--- src/rtl/riscv_scoreboard.sv ---
// Register scoreboard: pending-write tracking, hazard stall, watchdog.
// Optional stall performance counter enabled by RISCV_SB_PERF_EN.
module riscv_scoreboard #(
    parameter int NREG    = 32,
    parameter int AW      = 5,
    parameter int WDW     = 8,
    parameter int WDLIMIT = 200
) (
    input  logic            i_riscv_sb_clk,
    input  logic            i_riscv_sb_rst,
    input  logic            i_riscv_sb_issue_valid,
    input  logic [AW-1:0]   i_riscv_sb_rd,
    input  logic [AW-1:0]   i_riscv_sb_rs1,
    input  logic [AW-1:0]   i_riscv_sb_rs2,
    input  logic            i_riscv_sb_use_rs1,
    input  logic            i_riscv_sb_use_rs2,
    input  logic            i_riscv_sb_regw,
    input  logic            i_riscv_sb_longlat,
    input  logic            i_riscv_sb_wb_valid,
    input  logic [AW-1:0]   i_riscv_sb_wb_rd,
    input  logic            i_riscv_sb_globstall,
    input  logic            i_riscv_sb_flush,
    output logic            o_riscv_sb_stall,
    output logic            o_riscv_sb_issue,
    output logic [NREG-1:0] o_riscv_sb_busy,
    output logic [AW:0]     o_riscv_sb_busycnt,
    output logic            o_riscv_sb_deadlock,
    output logic [31:0]     o_riscv_sb_stallcnt
);

    logic [NREG-1:0] busy_q;
    logic [NREG-1:0] busy_d;
    logic [NREG-1:0] set_mask;
    logic [NREG-1:0] clr_mask;
    logic [AW:0]     cnt_q;
    logic [AW:0]     cnt_d;
    logic [WDW-1:0]  wd_q;
    logic [WDW-1:0]  wd_d;
    logic            dl_q;
    logic            hit_rs1;
    logic            hit_rs2;
    logic            hit_rd;
    logic            stall;
    logic            issue;

    // A writeback landing this cycle already resolves the hazard.
    assign hit_rs1 = busy_q[i_riscv_sb_rs1] &
                     ~(i_riscv_sb_wb_valid &
                       (i_riscv_sb_wb_rd == i_riscv_sb_rs1));
    assign hit_rs2 = busy_q[i_riscv_sb_rs2] &
                     ~(i_riscv_sb_wb_valid &
                       (i_riscv_sb_wb_rd == i_riscv_sb_rs2));
    assign hit_rd  = busy_q[i_riscv_sb_rd] &
                     ~(i_riscv_sb_wb_valid &
                       (i_riscv_sb_wb_rd == i_riscv_sb_rd));

    assign stall = i_riscv_sb_issue_valid & ~i_riscv_sb_flush &
                   ((i_riscv_sb_use_rs1 & hit_rs1) |
                    (i_riscv_sb_use_rs2 & hit_rs2) |
                    (i_riscv_sb_regw & hit_rd));

    assign issue = i_riscv_sb_issue_valid & ~stall &
                   ~i_riscv_sb_globstall & ~i_riscv_sb_flush;

    always_comb begin
        set_mask = '0;
        clr_mask = '0;
        if (issue & i_riscv_sb_regw & i_riscv_sb_longlat &
            (i_riscv_sb_rd != '0))
            set_mask[i_riscv_sb_rd] = 1'b1;
        if (i_riscv_sb_wb_valid)
            clr_mask[i_riscv_sb_wb_rd] = 1'b1;
        // Set is applied after clear so it wins on a collision.
        busy_d    = (busy_q & ~clr_mask) | set_mask;
        busy_d[0] = 1'b0;
    end

    always_comb begin
        cnt_d = '0;
        for (int i = 0; i < NREG; i++)
            cnt_d = cnt_d + (AW+1)'(busy_d[i]);
    end

    always_comb begin
        if (!stall)
            wd_d = '0;
        else if (wd_q == '1)
            wd_d = wd_q;
        else
            wd_d = wd_q + 1'b1;
    end

    always_ff @(posedge i_riscv_sb_clk or negedge i_riscv_sb_rst) begin
        if (!i_riscv_sb_rst) begin
            busy_q <= '0;
            cnt_q  <= '0;
            wd_q   <= '0;
            dl_q   <= 1'b0;
        end else begin
            busy_q <= busy_d;
            cnt_q  <= cnt_d;
            wd_q   <= wd_d;
            if (wd_d == WDW'(WDLIMIT))
                dl_q <= 1'b1;
        end
    end

`ifdef RISCV_SB_PERF_EN
    logic [31:0] sc_q;

    always_ff @(posedge i_riscv_sb_clk or negedge i_riscv_sb_rst) begin
        if (!i_riscv_sb_rst)
            sc_q <= '0;
        else if (stall)
            sc_q <= sc_q + 32'd1;
    end

    assign o_riscv_sb_stallcnt = sc_q;
`else
    assign o_riscv_sb_stallcnt = 32'd0;
`endif

    assign o_riscv_sb_stall    = stall;
    assign o_riscv_sb_issue    = issue;
    assign o_riscv_sb_busy     = busy_q;
    assign o_riscv_sb_busycnt  = cnt_q;
    assign o_riscv_sb_deadlock = dl_q;

endmodule

--- config.mk ---
export PLATFORM = sky130hd
export DESIGN_NAME = riscv_scoreboard
export DESIGN_NICKNAME = d
export VERILOG_FILES = /design/src/rtl/riscv_scoreboard.sv
export SDC_FILE = /design/constraint.sdc
export NUM_CORES = 1
export LEC_CHECK = 0
export BUFFER_PORTS_ARGS = -buffer_cell sky130_fd_sc_hd__buf_2
export CAP_MARGIN = 10
export CORE_MARGIN = 5
export CORE_UTILIZATION = 45
export DETAILED_ROUTE_END_ITERATION = 10
export HOLD_SLACK_MARGIN = 0.03
export PLACE_DENSITY = 0.69
export SLEW_MARGIN = 20
export SYNTH_ARGS = -nofsm -noshare
export SYNTH_HDL_FRONTEND = slang
export SYNTH_SLANG_ARGS = --single-unit
--- constraint.sdc ---
create_clock -name i_riscv_sb_clk -period 7.1 [get_ports i_riscv_sb_clk]
set_input_delay 0.71 -clock i_riscv_sb_clk [delete_from_list [all_inputs] [get_ports i_riscv_sb_clk]]
set_output_delay 0.71 -clock i_riscv_sb_clk [all_outputs]
set_load 0.02 [all_outputs]
* Yosys cells after proc, flatten, opt, wreduce, memory -nomap -nowiden
Index checks and enable logic that the tools add are counted.
** Word-level totals
- Input bits :: 30
- Output and inout port bits :: 73
- Register bits after elaboration :: 46
** Cells by class
- Muxes and demuxes :: 14
- $add $sub $neg :: 31
- $lt $le $gt $ge :: 6
- Bitwise logic cells :: 28
- Reduce and logical (&&, ||, !) cells :: 3
- Equality and inequality tests :: 5
** Operators with widths (number)
- adder 6 x 1 -> 6 bit :: 25
- two-way mux 32 bit :: 2
- AND 32 bit :: 1
- inverter 32 bit :: 1
- OR 32 bit :: 1
- less-than comparator 5 x 6 -> 1 bit (second input constant) :: 4
- AND 1 bit :: 17
- equality test 8 bit (second input constant) :: 2
- two-way mux 8 bit :: 2
- binary-select mux 1 bit (select 5 bit) :: 3
- equality test 5 bit :: 3
- demux 1 bit (select 5 bit) :: 2
- greater-or-equal comparator 5 x 1 -> 1 bit (second input constant) :: 2
- adder 8 x 1 -> 8 bit (second input constant) :: 1
- adder 5 x 1 -> 6 bit :: 1
- inverter 1 bit :: 6
- adder 4 x 1 -> 5 bit :: 1
- two-way mux 1 bit :: 5
- nonzero test 5 bit :: 1
- adder 3 x 1 -> 4 bit :: 1
- adder 2 x 1 -> 3 bit :: 1
- adder 1 x 1 -> 2 bit :: 1
- logical AND 1 bit :: 2
- OR 1 bit :: 2

* Longest topological paths before layout
Gate-level depths: netlist of the first run.
- Depth after elaboration :: 47
- Depth in mapped cells :: 23
- Gate-level depth less buffers :: 21

* Worst setup path after synthesis of the first run
No wires, ideal clock.
- Path kind :: in2reg
- Start :: input port i_riscv_sb_rd[2]
- End :: register cnt_q[4], in the netlist o_riscv_sb_busycnt[4]
- Buffers on the path :: 2
- Stages :: 23
- Setup slack :: -0.024 ns
- Data required time :: 7.020 ns
- Data arrival time :: 7.044 ns
- Cells stage by stage :: buf_2 or3b_2 buf_2 o22a_1 nand3_1 a211oi_2 o2111ai_1 o21ai_0 fa_1 inv_1 fa_1 inv_1 fa_1 fa_1 fa_1 inv_1 fa_1 inv_1 fa_1 fa_1 a21o_1 a21oi_1 xnor2_1
** RTL lines
- start, declared :: line 12 : input logic [AW-1:0] i_riscv_sb_rd,
- parallel branches: the longest is 14 deep, another holds binary-select mux 1 bit (select 5 bit)
- two-way mux 32 bit * :: line 68 : if (issue & i_riscv_sb_regw & i_riscv_sb_longlat &
- OR 32 bit * :: line 74 : busy_d = (busy_q & ~clr_mask) | set_mask;
- net busy_d[6] :: line 32 : logic [NREG-1:0] busy_d;
- adder 5 x 1 -> 6 bit * :: line 81 : cnt_d = cnt_d + (AW+1)'(busy_d[i]);
- adder 6 x 1 -> 6 bit * (25 in series) :: line 81
- net cnt_d[4] :: line 36 : logic [AW:0] cnt_d;
- end signal, assigned :: line 101 : cnt_q <= cnt_d;
- end, declared :: line 35 : logic [AW:0] cnt_q;
Mark *: on every way through the listed nets, which the timed path passes. The select of a mux whose other input is x is not followed.
A chain may end at the register's enable or synchronous reset.

* Worst setup path in the final report of the first run
- Start :: input port i_riscv_sb_rs2[1]
- End :: register cnt_q[4], in the netlist o_riscv_sb_busycnt[4]
** Between the ends
- Longest elaborated chain between the ends :: 47
** RTL lines
- start, declared :: line 14 : input logic [AW-1:0] i_riscv_sb_rs2,
- parallel branches: the longest is 3 deep, another holds binary-select mux 1 bit (select 5 bit)
- AND 1 bit * :: line 50 : assign hit_rs2 = busy_q[i_riscv_sb_rs2] &
- AND 1 bit * :: line 59 : (i_riscv_sb_use_rs2 & hit_rs2) |
- OR 1 bit * :: line 58 : ((i_riscv_sb_use_rs1 & hit_rs1) |
- OR 1 bit * :: line 59
- AND 1 bit * :: line 57 : assign stall = i_riscv_sb_issue_valid & ~i_riscv_sb_flush &
- inverter 1 bit * :: line 62 : assign issue = i_riscv_sb_issue_valid & ~stall &
- AND 1 bit * (2 in series) :: line 62
- [... 6 more ...]
- adder 1 x 1 -> 2 bit :: line 81
- adder 2 x 1 -> 3 bit :: line 81
- adder 3 x 1 -> 4 bit :: line 81
- adder 4 x 1 -> 5 bit :: line 81
- adder 5 x 1 -> 6 bit :: line 81
- adder 6 x 1 -> 6 bit (24 in series) :: line 81
- adder 6 x 1 -> 6 bit * :: line 81
- net cnt_d[4] :: line 36
Marks and branches as above.

==> results_tabular.tex, run 1 <==
\begin{tabular}{lr}
\hline
Metric & Value \\
\hline
\multicolumn{2}{l}{\textbf{GRT}} \\
\quad Global-route wire length before repair & about 19000 µm \\
\quad Number of antenna violations at the first check in global routing & 0 \\
\quad Via count of the first global-routing pass & between 3k and 4k \\
\quad Leftover overflow at the end of global routing & 0 \\
\quad Maximum number of pins on one net before global-route repair & 47 \\
\quad Global router's overall resource usage & roughly 22\% \\
\multicolumn{2}{l}{\textbf{Yosys}} \\
\quad Predominant post-synthesis flop cell & sky130\_fd\_sc\_hd\_\_dfrtp\_1 \\
\quad Area share of fa/ha/maj cells after synthesis & around 14\% \\
\quad Area leader, netlist & sky130\_fd\_sc\_hd\_\_dfrtp\_1 \\
\quad Netlist Area Pre-Place & between 4000 and 5000 µm² \\
\quad Post-synthesis share of cell area spent on xor and xnor gates & 4.22\% \\
\quad Distinct cell type count of the synthesized netlist & between 50 and 60 \\
\quad Mux cell area share after synthesis & between 10\% and 20\% \\
\quad Area fraction in and, or, nand and nor cells after synthesis & approximately 13\% \\
\quad Mean post-synth cell area & around 9.7 µm² \\
\quad Area fraction in compound gates after synthesis & roughly 16\% \\
\quad Flip-flop and latch count after synthesis & 46 \\
\quad Number of enable-type register cells in the synthesized netlist & 0 \\
\quad Sequential cell area fraction in the yosys report & approximately 28\% \\
\quad Cell types occupying the most area after synthesis & sky130\_fd\_sc\_hd\_\_dfrtp\_1 (28\%), sky130\_fd\_sc\_hd\_\_fa\_1 (11\%), sky130\_fd\_sc\_hd\_\_o21ai\_0 (7.6\%), sky130\_fd\_sc\_hd\_\_mux2i\_1 (6.8\%), sky130\_fd\_sc\_hd\_\_buf\_4 (6.0\%) \\
\quad Main combinational cell family by area after synthesis & compound AO/OA/AOI/OAI gates \\
\quad Post-synthesis async set-or-reset flop share & between 90\% and 100\% \\
\quad Area share of the largest cell type after synthesis & approximately 28\% \\
\quad Cells after Synth & roughly 430 \\
\quad Number of synthesis warnings & 0 \\
\multicolumn{2}{l}{\textbf{Worst hold path}} \\
\quad Number of cells on the worst hold path & 2 \\
\quad Class of the most critical hold timing path & register to register \\
\multicolumn{2}{l}{\textbf{Worst setup path}} \\
\quad Type of origin of the critical path & input port \\
\quad Most frequent CP cell & sky130\_fd\_sc\_hd\_\_fa\_1 \\
\quad Number of buffer and inverter stages on the critical path & 7 \\
\quad R2R cell count & 23 \\
\quad Worst path top cell family by delay & adder cells \\
\quad CP cell instances & buf\_2, buf\_12, mux2i\_1, a22oi\_1, and3\_1, o41ai\_4, buf\_6, o2111ai\_4, buf\_2, o21a\_1, fa\_1, inv\_1, fa\_1, fa\_1, fa\_1, fa\_1, inv\_1, fa\_1, inv\_1, fa\_2, fa\_2, a21o\_1, a21oi\_2, xnor2\_1 \\
\quad Cell type of the slowest stage on the worst timing path & sky130\_fd\_sc\_hd\_\_fa\_1 \\
\quad Stage delay of the slowest cell on the critical path & around 0.54 ns \\
\quad Worst Path Required & 7.33 ns \\
\quad Critical path start-end classification & input port to register \\
\quad Critical-path maximum fanout & 17 \\
\quad Number of stages on the worst setup path & 24 \\
\quad Kind of capture point of the worst setup path & register \\
\quad Arrival time reported for the critical path endpoint & just over 7 ns \\
\multicolumn{2}{l}{\textbf{Routing}} \\
\quad Number of remaining DRC errors & 0 \\
\quad Routed length per instance & between 15 and 20 µm \\
\quad Wire length reported by the detailed router & $\sim$13000 µm \\
\quad Number of vias after detailed routing & $\sim$3.8k \\
\quad Pre-antenna DRT Iters & 6 \\
\quad Detailed router's first-iteration violation count & $\sim$320 \\
\quad Vias per std cell & about 5.8 \\
\quad Antenna Violating Nets Remaining & 0 \\
\multicolumn{2}{l}{\textbf{Cells and area}} \\
\quad Number of nets in the finished design & around 600 \\
\quad Share of the core filled with cells in the final layout & 55.0\% \\
\quad Summed area of non-filler cells in the final layout & 5010 µm² \\
\quad Number of antenna cells inserted & 0 \\
\quad Synth-to-Final Area Change & 20.8\% \\
\quad Proportion of layout cells with a drive suffix above 1 & 30.5\% \\
\quad Filler-free cell count of the finished design & around 650 \\
\multicolumn{2}{l}{\textbf{STA}} \\
\quad Post-layout worst setup margin & between 0.2 and 0.3 ns \\
\quad Tcrit/Tclk final & between 90\% and 100\% \\
\quad Setup TNS & 0 ns \\
\quad Worst slack on hold paths & between 0.4 and 0.5 ns \\
\quad Number of pins with negative max-slew slack in the final report & 0 \\
\quad Slew at the pin closest to its max-slew limit & 0.595 ns \\
\quad Slew HR & between 60\% and 70\% \\
\quad Number of endpoints with negative hold slack in the final report & 0 \\
\quad Worst clock skew & $\sim$0.013 ns \\
\quad Maximum frequency from static timing analysis & roughly 150 MHz \\
\quad Final Critical Period & between 6 and 7 ns \\
\quad Setup violators final & 0 \\
\multicolumn{2}{l}{\textbf{Placement}} \\
\quad Post-placement setup slack & -0.282 ns \\
\quad Area after DPL & between 4000 and 5000 µm² \\
\quad Detailed placement HPWL & roughly 9700 µm \\
\quad Count of input and output buffers & around 70 \\
\quad Cells after DPL & 633 \\
\quad Placer's final routability congestion estimate & around 0.99 \\
\multicolumn{2}{l}{\textbf{Floorplanning}} \\
\quad Die boundary width & 106 µm \\
\quad I/O pins & around 100 \\
\quad Effective utilization at floorplan & between 40\% and 50\% \\
\quad Height of the die & roughly 110 µm \\
\quad Core ar. & 9110 µm² \\
\quad Cell row count & 35 \\
\quad Area enclosed by the die boundary & between 10000 and 15000 µm² \\
\multicolumn{2}{l}{\textbf{Clock tree}} \\
\quad H-tree depth & 2 \\
\quad Num Clock Sinks & 46 \\
\quad Clock slew at the register clock pins of the worst setup and hold paths & 0.09 ns \\
\quad Hold-fix buffers, CTS & 0 \\
\quad Library cell used as clock root buffer & sky130\_fd\_sc\_hd\_\_clkbuf\_8 \\
\quad Number of buffers inserted during clock tree synthesis & 5 \\
\quad Worst skew pair latency & $\sim$0.31 ns \\
\quad Clock tree from TritonCTS & done \\
\quad Maximum root-to-sink buffer count & 2 \\
\multicolumn{2}{l}{\textbf{Power}} \\
\quad PD cells & 141 nW/µm² \\
\quad P\_leak & 2.42 nW \\
\quad Maximum ir drop on the vdd rail & 0.0683 mV \\
\quad Design Power & 0.705 mW \\
\multicolumn{2}{l}{\textbf{Run status}} \\
\quad Run status & finished clean \\
\multicolumn{2}{l}{\textbf{Job}} \\
\quad Max-cap violations & 0 \\
\hline
\end{tabular}
## cell usage after synthesis (all sizes together), types with 4 or more instances
| master | instances |
|---|---|
| xnor2 | 14 |
| o2111ai | 4 |
| buf | 47 |
| xor2 | 6 |
| mux2i | 28 |
| fa | 23 |
| or3 | 4 |
| nor3 | 9 |
| a22oi | 4 |
| nor2 | 13 |
| clkbuf | 9 |
| nand3b | 8 |
| inv | 30 |
| nor2b | 7 |
| o21a | 11 |
| mux4 | 11 |
| a21oi | 5 |
| or3b | 5 |
| o21ai | 66 |
| nand3 | 12 |
| nand2 | 15 |
| nor4 | 5 |
| ha | 8 |
| dfrtp | 46 |
| nand2b | 4 |
## registers in the layout, indices dropped and copies added, names as in the netlist
register             cells
o_riscv_sb_deadlock      1
o_riscv_sb_busy         31
o_riscv_sb_busycnt       6
wd_q                     8
## worst reg2reg max path: stages, from the launching register on
cell and delay [ns]:
sky130_fd_sc_hd__dfrtp_1 0.50, sky130_fd_sc_hd__mux4_2 0.29, sky130_fd_sc_hd__nor2b_1 0.04, sky130_fd_sc_hd__or4_1 0.48, sky130_fd_sc_hd__a41o_2 0.33, sky130_fd_sc_hd__o2111ai_4 0.14, sky130_fd_sc_hd__buf_6 0.17, sky130_fd_sc_hd__o21ai_0 0.08
sky130_fd_sc_hd__buf_4 0.15, sky130_fd_sc_hd__fa_1 0.53, sky130_fd_sc_hd__inv_1 0.05, sky130_fd_sc_hd__fa_1 0.47, sky130_fd_sc_hd__inv_1 0.05, sky130_fd_sc_hd__fa_1 0.47, sky130_fd_sc_hd__fa_1 0.53, sky130_fd_sc_hd__fa_1 0.54
sky130_fd_sc_hd__inv_1 0.05, sky130_fd_sc_hd__fa_1 0.51, sky130_fd_sc_hd__inv_1 0.06, sky130_fd_sc_hd__fa_2 0.40, sky130_fd_sc_hd__fa_2 0.35, sky130_fd_sc_hd__a21o_1 0.19, sky130_fd_sc_hd__a21oi_2 0.14, sky130_fd_sc_hd__xnor2_1 0.13
## worst paths after layout
check                                         start  slack (ns)                    end
worst max-delay path              i_riscv_sb_rs2[1]        0.29  o_riscv_sb_busycnt[4]
worst min-delay path            o_riscv_sb_deadlock        0.47    o_riscv_sb_deadlock
worst max register to register   o_riscv_sb_busy[5]        0.38  o_riscv_sb_busycnt[4]
worst min register to register  o_riscv_sb_deadlock        0.47    o_riscv_sb_deadlock
max in group asynchronous            i_riscv_sb_rst        6.21    o_riscv_sb_busy[28]
min in group asynchronous            i_riscv_sb_rst        0.48    o_riscv_sb_deadlock
## per-layer routing
| metal | vias to the layer above | track usage [%] | share of wire (%) |
|---|---|---|---|
| li1 | 1680 | - | - |
| met1 | 1840 | 27.1 | 39 |
| met2 | 204 | 37.3 | 48 |
| met3 | 43 | 3.64 | 7.8 |
| met4 | 0 | 10.8 | 4.6 |
| met5 | - | 0 | 0 |
## cell type report
| cell class | instances | area [µm²] |
|---|---|---|
| Sequential cell | 46 | 1150 |
| Multi-Input combinational cell | 330 | 2710 |
| Inverter | 30 | 113 |
| Tap cell | 111 | 139 |
| Clock buffer | 6 | 72.6 |
| Timing Repair Buffer | 123 | 791 |
| Fill cell | 824 | 4100 |
| Clock inverter | 2 | 37.5 |
## logic make-up (layout without fill, tap and decap cells)
| family | Yosys count | in the layout |
|---|---|---|
| AO/OA/AOI/OAI | 109 | 110 |
| flip-flops | 46 | 46 |
| multiplexers | 42 | 42 |
| buffers and inverters | 86 | 161 |
| other | 1 | 33 |
| AND/OR/NAND/NOR | 94 | 94 |
| XOR/XNOR | 20 | 20 |
| adder cells (fa/ha/maj) | 31 | 31 |
## power breakdown
| group | switching, mW | internal (mW) |
|---|---|---|
| sequential | 0.0138 | 0.274 |
| combinational | 0.135 | 0.0853 |
| clock | 0.0923 | 0.105 |
## layout by cell type, fill, tap and decap left out, types with 12 or more instances in the layout
cell,count
sky130_fd_sc_hd__inv_1,30
sky130_fd_sc_hd__buf_4,48
sky130_fd_sc_hd__o21ai_0,62
sky130_fd_sc_hd__conb_1,33
sky130_fd_sc_hd__nor2_1,13
sky130_fd_sc_hd__nand2_1,15
sky130_fd_sc_hd__xnor2_1,14
sky130_fd_sc_hd__fa_1,21
sky130_fd_sc_hd__mux2i_1,28
sky130_fd_sc_hd__nand3_1,12
sky130_fd_sc_hd__buf_2,69
sky130_fd_sc_hd__dfrtp_1,46
## what timing repair did
item                       4_1_cts  5_1_grt
setup endpoints to repair        0        4
buffers inserted                 0        5
gates resized for setup          0       19
Note: power is estimated with default switching activity, not from simulation.
==> run 2: changes to the inputs <==
Settings changed: ABC_CLOCK_PERIOD_IN_PS set to 7100, CAP_MARGIN 10 to unset, GPL_TIMING_DRIVEN set to 0.
==> results_tabular.tex, run 2 (synthesis results as in run 1) <==
\begin{tabular}{lr}
\hline
Metric & Value \\
\hline
\multicolumn{2}{l}{\textbf{Worst setup path}} \\
\quad Start of the worst register-to-register path & o\_riscv\_sb\_busy[21] \\
\quad Kind of capture point of the worst setup path & register \\
\quad Type of origin of the critical path & input port \\
\quad Stage delay of the slowest cell on the critical path & approximately 0.57 ns \\
\quad Most frequent CP cell & sky130\_fd\_sc\_hd\_\_fa\_1 \\
\quad Arrival time reported for the critical path endpoint & 7.14 ns \\
\quad R2R cell count & 23 \\
\quad Reg2Reg Setup Slack & 0.28 ns \\
\quad Critical path start-end classification & input port to register \\
\quad Critical-path maximum fanout & 10 \\
\quad Reg-to-Reg End & o\_riscv\_sb\_busycnt[4] \\
\quad Capture point of the critical path & o\_riscv\_sb\_busycnt[4] \\
\quad Worst Path Required & 7.33 ns \\
\quad Cell type of the slowest stage on the worst timing path & sky130\_fd\_sc\_hd\_\_fa\_1 \\
\quad Critical path launch point & i\_riscv\_sb\_rs1[0] \\
\quad CP cell instances & buf\_12, mux4\_2, a22oi\_1, or2\_2, a41o\_4, buf\_6, o2111ai\_4, buf\_12, buf\_4, o21a\_1, fa\_1, inv\_2, fa\_1, fa\_1, fa\_1, fa\_1, inv\_2, fa\_1, inv\_2, fa\_2, fa\_2, a21o\_1, a21oi\_2, xnor2\_1 \\
\multicolumn{2}{l}{\textbf{STA}} \\
\quad Slew HR & 36.4\% \\
\quad Setup TNS & 0 ns \\
\quad Number of endpoints with negative hold slack in the final report & 0 \\
\quad Slew at the pin closest to its max-slew limit & approximately 0.95 ns \\
\quad Unrepaired setup endpoints after global routing & true \\
\quad Worst slack on hold paths & 0.407 ns \\
\quad Maximum frequency from static timing analysis & between 100 and 150 MHz \\
\quad Final Critical Period & around 6.9 ns \\
\quad Worst clock skew & $\sim$0.012 ns \\
\quad Tcrit/Tclk final & between 90 and 100\% \\
\quad Setup violators final & 0 \\
\quad Number of pins with negative max-slew slack in the final report & 0 \\
\multicolumn{2}{l}{\textbf{Clock tree}} \\
\quad Worst skew pair latency & a little over 0.3 ns \\
\quad H-tree depth & 2 \\
\quad Clock tree from TritonCTS & done \\
\quad Number of buffers inserted during clock tree synthesis & 5 \\
\quad Num Clock Sinks & 46 \\
\quad Library cell used as clock root buffer & sky130\_fd\_sc\_hd\_\_clkbuf\_8 \\
\quad Maximum root-to-sink buffer count & 2 \\
\quad Clock slew at the register clock pins of the worst setup and hold paths & 0.09 ns \\
\multicolumn{2}{l}{\textbf{Cells and area}} \\
\quad Multi-input gate area in the final layout & between 2000 and 3000 µm² \\
\quad Synth-to-Final Area Change & 27.3\% \\
\quad Storage cell area & about 1200 µm² \\
\quad Proportion of layout cells with a drive suffix above 1 & between 30\% and 40\% \\
\quad Flip-flop count of the largest register after layout & 31 \\
\quad Number of nets in the finished design & slightly above 600 \\
\quad Count of fill cells added during filler insertion & 788 \\
\quad Most common cell after layout, fill and taps aside & sky130\_fd\_sc\_hd\_\_buf\_2 \\
\quad Number of antenna cells inserted & 0 \\
\quad Most used cells in the layout excluding fill and tap cells & sky130\_fd\_sc\_hd\_\_buf\_2 (57), sky130\_fd\_sc\_hd\_\_o21ai\_0 (56), sky130\_fd\_sc\_hd\_\_buf\_4 (50) \\
\multicolumn{2}{l}{\textbf{Placement}} \\
\quad Detailed placement HPWL & slightly above 9000 µm \\
\quad Placer's final routability congestion estimate & between 0.9 and 1 \\
\quad Count of input and output buffers & 57 \\
\multicolumn{2}{l}{\textbf{Routing}} \\
\quad Detailed router's first-iteration violation count & between 200 and 300 \\
\quad Number of remaining DRC errors & 0 \\
\quad Pre-antenna DRT Iters & 5 \\
\quad Antenna Violating Nets Remaining & 0 \\
\quad Routed length per instance & between 15 and 20 µm \\
\quad Vias per std cell & 5.71 \\
\quad Number of vias after detailed routing & between 3k and 4k \\
\quad Wire length reported by the detailed router & between 10000 and 15000 µm \\
\multicolumn{2}{l}{\textbf{Floorplanning}} \\
\quad Die boundary width & $\sim$110 µm \\
\quad Core ar. & just over 9000 µm² \\
\quad Cell row count & 35 \\
\quad I/O pins & around 100 \\
\quad Height of the die & 106 µm \\
\quad Effective utilization at floorplan & a little under half \\
\quad Area enclosed by the die boundary & 11200 µm² \\
\multicolumn{2}{l}{\textbf{GRT}} \\
\quad Global-route wire length before repair & approximately 19000 µm \\
\quad Via count of the first global-routing pass & $\sim$3.8k \\
\quad Global router's overall resource usage & between 20\% and 30\% \\
\quad Number of antenna violations at the first check in global routing & 0 \\
\quad Maximum number of pins on one net before global-route repair & 47 \\
\quad Leftover overflow at the end of global routing & 0 \\
\multicolumn{2}{l}{\textbf{Power}} \\
\quad Switch Pwr & about 0.25 mW \\
\quad Internal portion of total power & between 0.5 and 0.6 mW \\
\quad Combinational cell fraction of total power & a little under a third \\
\quad PD cells & 145 nW/µm² \\
\quad P\_leak & around 2.5 nW \\
\quad Net Sw Frac & 32.6\% \\
\quad Share of power burned in the clock network & 31.1\% \\
\quad Maximum ir drop on the vdd rail & between 0.07 and 0.08 mV \\
\quad Proportion of power drawn by flip-flops and latches & a little under two fifths \\
\multicolumn{2}{l}{\textbf{Job}} \\
\quad Max-cap violations & 0 \\
\multicolumn{2}{l}{\textbf{Run status}} \\
\quad Run status & finished clean \\
\multicolumn{2}{l}{\textbf{Worst hold path}} \\
\quad Class of the most critical hold timing path & input port to asynchronous set/reset pin \\
\hline
\end{tabular}
-- run 2: changes by cell type in the layout (fill, tap and decap cells not counted), moves of 4 or more --
cell | previous run | this run
sky130_fd_sc_hd__buf_2 | 69 | 57
sky130_fd_sc_hd__inv_2 | 0 | 5
sky130_fd_sc_hd__o21ai_0 | 62 | 56
sky130_fd_sc_hd__buf_6 | 4 | 8
sky130_fd_sc_hd__o21ai_1 | 3 | 8
sky130_fd_sc_hd__inv_1 | 30 | 25
-- run 2: how the worst min path moves through the flow --
stage                         from                  end  slack, ns  cells after the start
6_report            i_riscv_sb_rst              wd_q[5]       0.41                      1
5_1_grt             i_riscv_sb_rst              wd_q[0]       0.46                      1
4_1_cts        o_riscv_sb_deadlock  o_riscv_sb_deadlock       0.48                      2
3_3_place_gp   o_riscv_sb_deadlock  o_riscv_sb_deadlock       0.44                      2
2_1_floorplan       i_riscv_sb_rst  o_riscv_sb_busy[10]       0.41                      0
3_5_place_dp   o_riscv_sb_deadlock  o_riscv_sb_deadlock       0.45                      2
-- run 2: stage by stage --
| step | setup WS (ns) | cells | area (µm²) | utilization (%) | total power [mW] |
|---|---|---|---|---|---|
| 3_5_place_dp | -0.762 | 629 | 4710 | 51.7 | 0.501 |
| 5_1_grt | -0.0461 | 657 | 5280 | 58.0 | 0.803 |
| 6_report | 0.196 | 657 | 5280 | 58.0 | 0.764 |
| 2_1_floorplan | 0.0228 | 461 | 4280 | - | 0.442 |
| 3_3_place_gp | -0.658 | 629 | 4710 | 51.7 | 0.500 |
| 4_1_cts | 0.0256 | 649 | 5070 | 55.6 | 0.753 |
-- run 2: area by class of cell --
class / count / share of cell area [%]
plain buffers: 52 / 8.10
clock buffers: 5 / 1.30
clock inverters: 3 / 1.30
inverters: 30 / 2.13
multi-input cells: 330 / 52.7
flip-flops and latches: 46 / 21.8
well taps: 111 / 2.63
repair buffers: 80 / 10.0
-- run 2: critical path, delay by kind of cell --
kind | cells | cell delay, ns
muxes | 1 | 0.55
xor gates and xnor gates | 1 | 0.12
and+or+nand+nor | 1 | 0.14
AOI/OAI and AO/OA | 6 | 1.08
buffers and inverters | 7 | 0.66
adders and majority gates | 8 | 3.85
-- run 2: metal layers --
layer / vias to the layer above / GRT usage, % / wire length (µm)
li1: 1696 / - / -
met1: 1807 / 26.2 / 4750
met2: 210 / 37.8 / 6030
met3: 40 / 3.95 / 1040
met4: 0 / 9.99 / 539
met5: - / 0 / 0
-- run 2: repair_timing --
item | CTS | global route
resized for setup | 22 | 42
setup buffers | 12 | 10
endpoints found under the setup margin | 5 | 2
cloned | 1 | 1
pin swaps | 7 | 15
hold buffers | 0 | 0
-- run 2: power groups by stage --
| stage | logic, mW | registers (mW) | clock network, mW |
|---|---|---|---|
| after floorplan | 0.142 | 0.300 | 0 |
| after global placement | 0.210 | 0.290 | 0 |
| after detailed placement | 0.211 | 0.290 | 0 |
| after CTS | 0.227 | 0.285 | 0.241 |
| after global routing | 0.267 | 0.288 | 0.248 |
| final | 0.241 | 0.286 | 0.237 |
==> run 3: changes to the inputs <==
Settings changed: CORE_ASPECT_RATIO set to 1.1, CORE_MARGIN 5 to 2.
==> results_tabular.tex, run 3 (synthesis results as in run 1) <==
\begin{tabular}{lr}
\hline
Metric & Value \\
\hline
\multicolumn{2}{l}{\textbf{GRT}} \\
\quad Global-route wire length before repair & about 19000 µm \\
\quad Maximum number of pins on one net before global-route repair & 47 \\
\quad Global router's overall resource usage & between 20\% and 30\% \\
\quad Leftover overflow at the end of global routing & 0 \\
\quad Number of antenna violations at the first check in global routing & 0 \\
\quad Via count of the first global-routing pass & 3790 \\
\multicolumn{2}{l}{\textbf{Floorplanning}} \\
\quad Effective utilization at floorplan & $\sim$47\% \\
\quad Area enclosed by the die boundary & 10000 µm² \\
\quad I/O pins & 103 \\
\quad Core ar. & roughly 8900 µm² \\
\quad Cell row count & 36 \\
\quad Height of the die & around 100 µm \\
\quad Die boundary width & $\sim$96 µm \\
\multicolumn{2}{l}{\textbf{Worst setup path}} \\
\quad Arrival time reported for the critical path endpoint & $\sim$7 ns \\
\quad Critical-path maximum fanout & 8 \\
\quad Kind of capture point of the worst setup path & register \\
\quad Reg2Reg Setup Slack & approximately 0.33 ns \\
\quad Worst Path Required & 7.34 ns \\
\quad Critical path start-end classification & input port to register \\
\quad Type of origin of the critical path & input port \\
\multicolumn{2}{l}{\textbf{Routing}} \\
\quad Vias per std cell & roughly 5.7 \\
\quad Number of vias after detailed routing & between 3k and 4k \\
\quad Wire length reported by the detailed router & roughly 12000 µm \\
\quad Pre-antenna DRT Iters & 4 \\
\quad Routed length per instance & roughly 19 µm \\
\quad Detailed router's first-iteration violation count & 240 \\
\quad Antenna Violating Nets Remaining & 0 \\
\quad Number of remaining DRC errors & 0 \\
\multicolumn{2}{l}{\textbf{STA}} \\
\quad Number of pins with negative max-slew slack in the final report & 0 \\
\quad Number of endpoints with negative hold slack in the final report & 0 \\
\quad Slew at the pin closest to its max-slew limit & between 0.8 and 0.9 ns \\
\quad Slew HR & 40.5\% \\
\quad Maximum frequency from static timing analysis & approximately 140 MHz \\
\quad Final Critical Period & $\sim$7 ns \\
\quad Setup violators final & 0 \\
\quad Setup TNS & 0 ns \\
\quad Tcrit/Tclk final & between 90\% and 100\% \\
\quad Worst clock skew & roughly 0.011 ns \\
\quad Post-layout worst setup margin & 0.203 ns \\
\multicolumn{2}{l}{\textbf{Clock tree}} \\
\quad H-tree depth & 2 \\
\quad Number of buffers inserted during clock tree synthesis & 5 \\
\quad Library cell used as clock root buffer & sky130\_fd\_sc\_hd\_\_clkbuf\_8 \\
\quad Clock slew at the register clock pins of the worst setup and hold paths & $\sim$0.090 ns \\
\quad Num Clock Sinks & between 40 and 50 \\
\quad Maximum root-to-sink buffer count & 2 \\
\quad Worst skew pair latency & 0.32 ns \\
\quad Clock tree from TritonCTS & done \\
\multicolumn{2}{l}{\textbf{Cells and area}} \\
\quad Synth-to-Final Area Change & 24.4\% \\
\quad Most common cell after layout, fill and taps aside & sky130\_fd\_sc\_hd\_\_buf\_2 \\
\quad Share of the core filled with cells in the final layout & $\sim$58\% \\
\quad Number of antenna cells inserted & 0 \\
\quad Most used cells in the layout excluding fill and tap cells & sky130\_fd\_sc\_hd\_\_buf\_2 (59), sky130\_fd\_sc\_hd\_\_o21ai\_0 (55), sky130\_fd\_sc\_hd\_\_buf\_4 (52) \\
\quad Flip-flop count of the largest register after layout & 31 \\
\quad Number of nets in the finished design & roughly 600 \\
\quad Proportion of layout cells with a drive suffix above 1 & roughly 33\% \\
\multicolumn{2}{l}{\textbf{Power}} \\
\quad PD cells & $\sim$140 nW/µm² \\
\quad Maximum ir drop on the vdd rail & 0.0925 mV \\
\quad P\_leak & 2.48 nW \\
\multicolumn{2}{l}{\textbf{Placement}} \\
\quad Post-placement setup slack & -0.680 ns \\
\quad Count of input and output buffers & 57 \\
\quad Placer's final routability congestion estimate & around 0.88 \\
\quad Detailed placement HPWL & $\sim$8900 µm \\
\multicolumn{2}{l}{\textbf{Job}} \\
\quad Max-cap violations & 0 \\
\multicolumn{2}{l}{\textbf{Run status}} \\
\quad Run status & finished clean \\
\multicolumn{2}{l}{\textbf{Worst hold path}} \\
\quad Class of the most critical hold timing path & input port to asynchronous set/reset pin \\
\hline
\end{tabular}
==> run 3: cell type report <==
class                      instances  area, µm²
clock buffer                       6       82.6
clock inverter                     2       16.3
multi-input combinational        331       2800
timing repair buffer              76        463
inverter                          30        113
buffer                            52        392
sequential                        46       1150
tap                              114        143
fill                             824       3760
==> run 3: layer usage <==
layer  vias to the layer above  track usage [%]  share of wire [%]
met5                         -                0                  0
met4                         0             14.0                4.6
met2                       201             41.4                 51
li1                       1694                -                  -
met1                      1808             30.1                 37
met3                        37             4.47                7.1
==> run 3: through the flow <==
step	cells	area, µm²	power [mW]	hold slack, ns
2_1_floorplan	461	4280	0.442	0.414
3_5_place_dp	632	4710	0.502	0.471
6_report	657	5160	0.700	0.389
4_1_cts	650	5000	0.697	0.496
5_1_grt	657	5160	0.736	0.425
3_3_place_gp	632	4710	0.501	0.444
==> run 3: worst paths after layout <==
check / start / end / cells after the start
min: i_riscv_sb_rst / o_riscv_sb_deadlock / 1
max reg2reg: o_riscv_sb_busy[27] / o_riscv_sb_busycnt[4] / 21
min reg2reg: o_riscv_sb_deadlock / o_riscv_sb_deadlock / 2
max: i_riscv_sb_rs2[0] / o_riscv_sb_busycnt[4] / 22
min in group i_riscv_sb_clk: o_riscv_sb_deadlock / o_riscv_sb_deadlock / 2
max in group asynchronous: i_riscv_sb_rst / o_riscv_sb_busy[21] / 1
==> run 3: what timing repair did <==
action                     4_1_cts  5_1_grt
setup endpoints to repair        3        2
cloned                           2        1
pin swaps                        8       14
hold buffers                     0        0
setup buffers                    8       10
gates resized for setup         27       19
==> run 3: where the power goes <==
part | switching, mW | total (mW) | internal [mW]
Combinational | 0.140 | 0.234 | 0.0945
Clock | 0.0999 | 0.180 | 0.0803
Sequential | 0.0122 | 0.286 | 0.274
==> run 3: worst max-delay path: stages <==
cell and delay (ns):
sky130_fd_sc_hd__clkbuf_2 0.19, sky130_fd_sc_hd__nor2b_1 0.28, sky130_fd_sc_hd__a211oi_1 0.13, sky130_fd_sc_hd__and3_1 0.24
sky130_fd_sc_hd__o41ai_4 0.44, sky130_fd_sc_hd__buf_6 0.21, sky130_fd_sc_hd__o2111ai_4 0.19, sky130_fd_sc_hd__o21a_1 0.28
sky130_fd_sc_hd__fa_2 0.49, sky130_fd_sc_hd__fa_1 0.55, sky130_fd_sc_hd__inv_1 0.05, sky130_fd_sc_hd__fa_1 0.46
sky130_fd_sc_hd__fa_1 0.53, sky130_fd_sc_hd__fa_1 0.57, sky130_fd_sc_hd__inv_1 0.06, sky130_fd_sc_hd__fa_1 0.50
sky130_fd_sc_hd__inv_1 0.05, sky130_fd_sc_hd__fa_2 0.36, sky130_fd_sc_hd__fa_2 0.37, sky130_fd_sc_hd__a21o_1 0.20
sky130_fd_sc_hd__a21oi_2 0.14, sky130_fd_sc_hd__xnor2_1 0.12
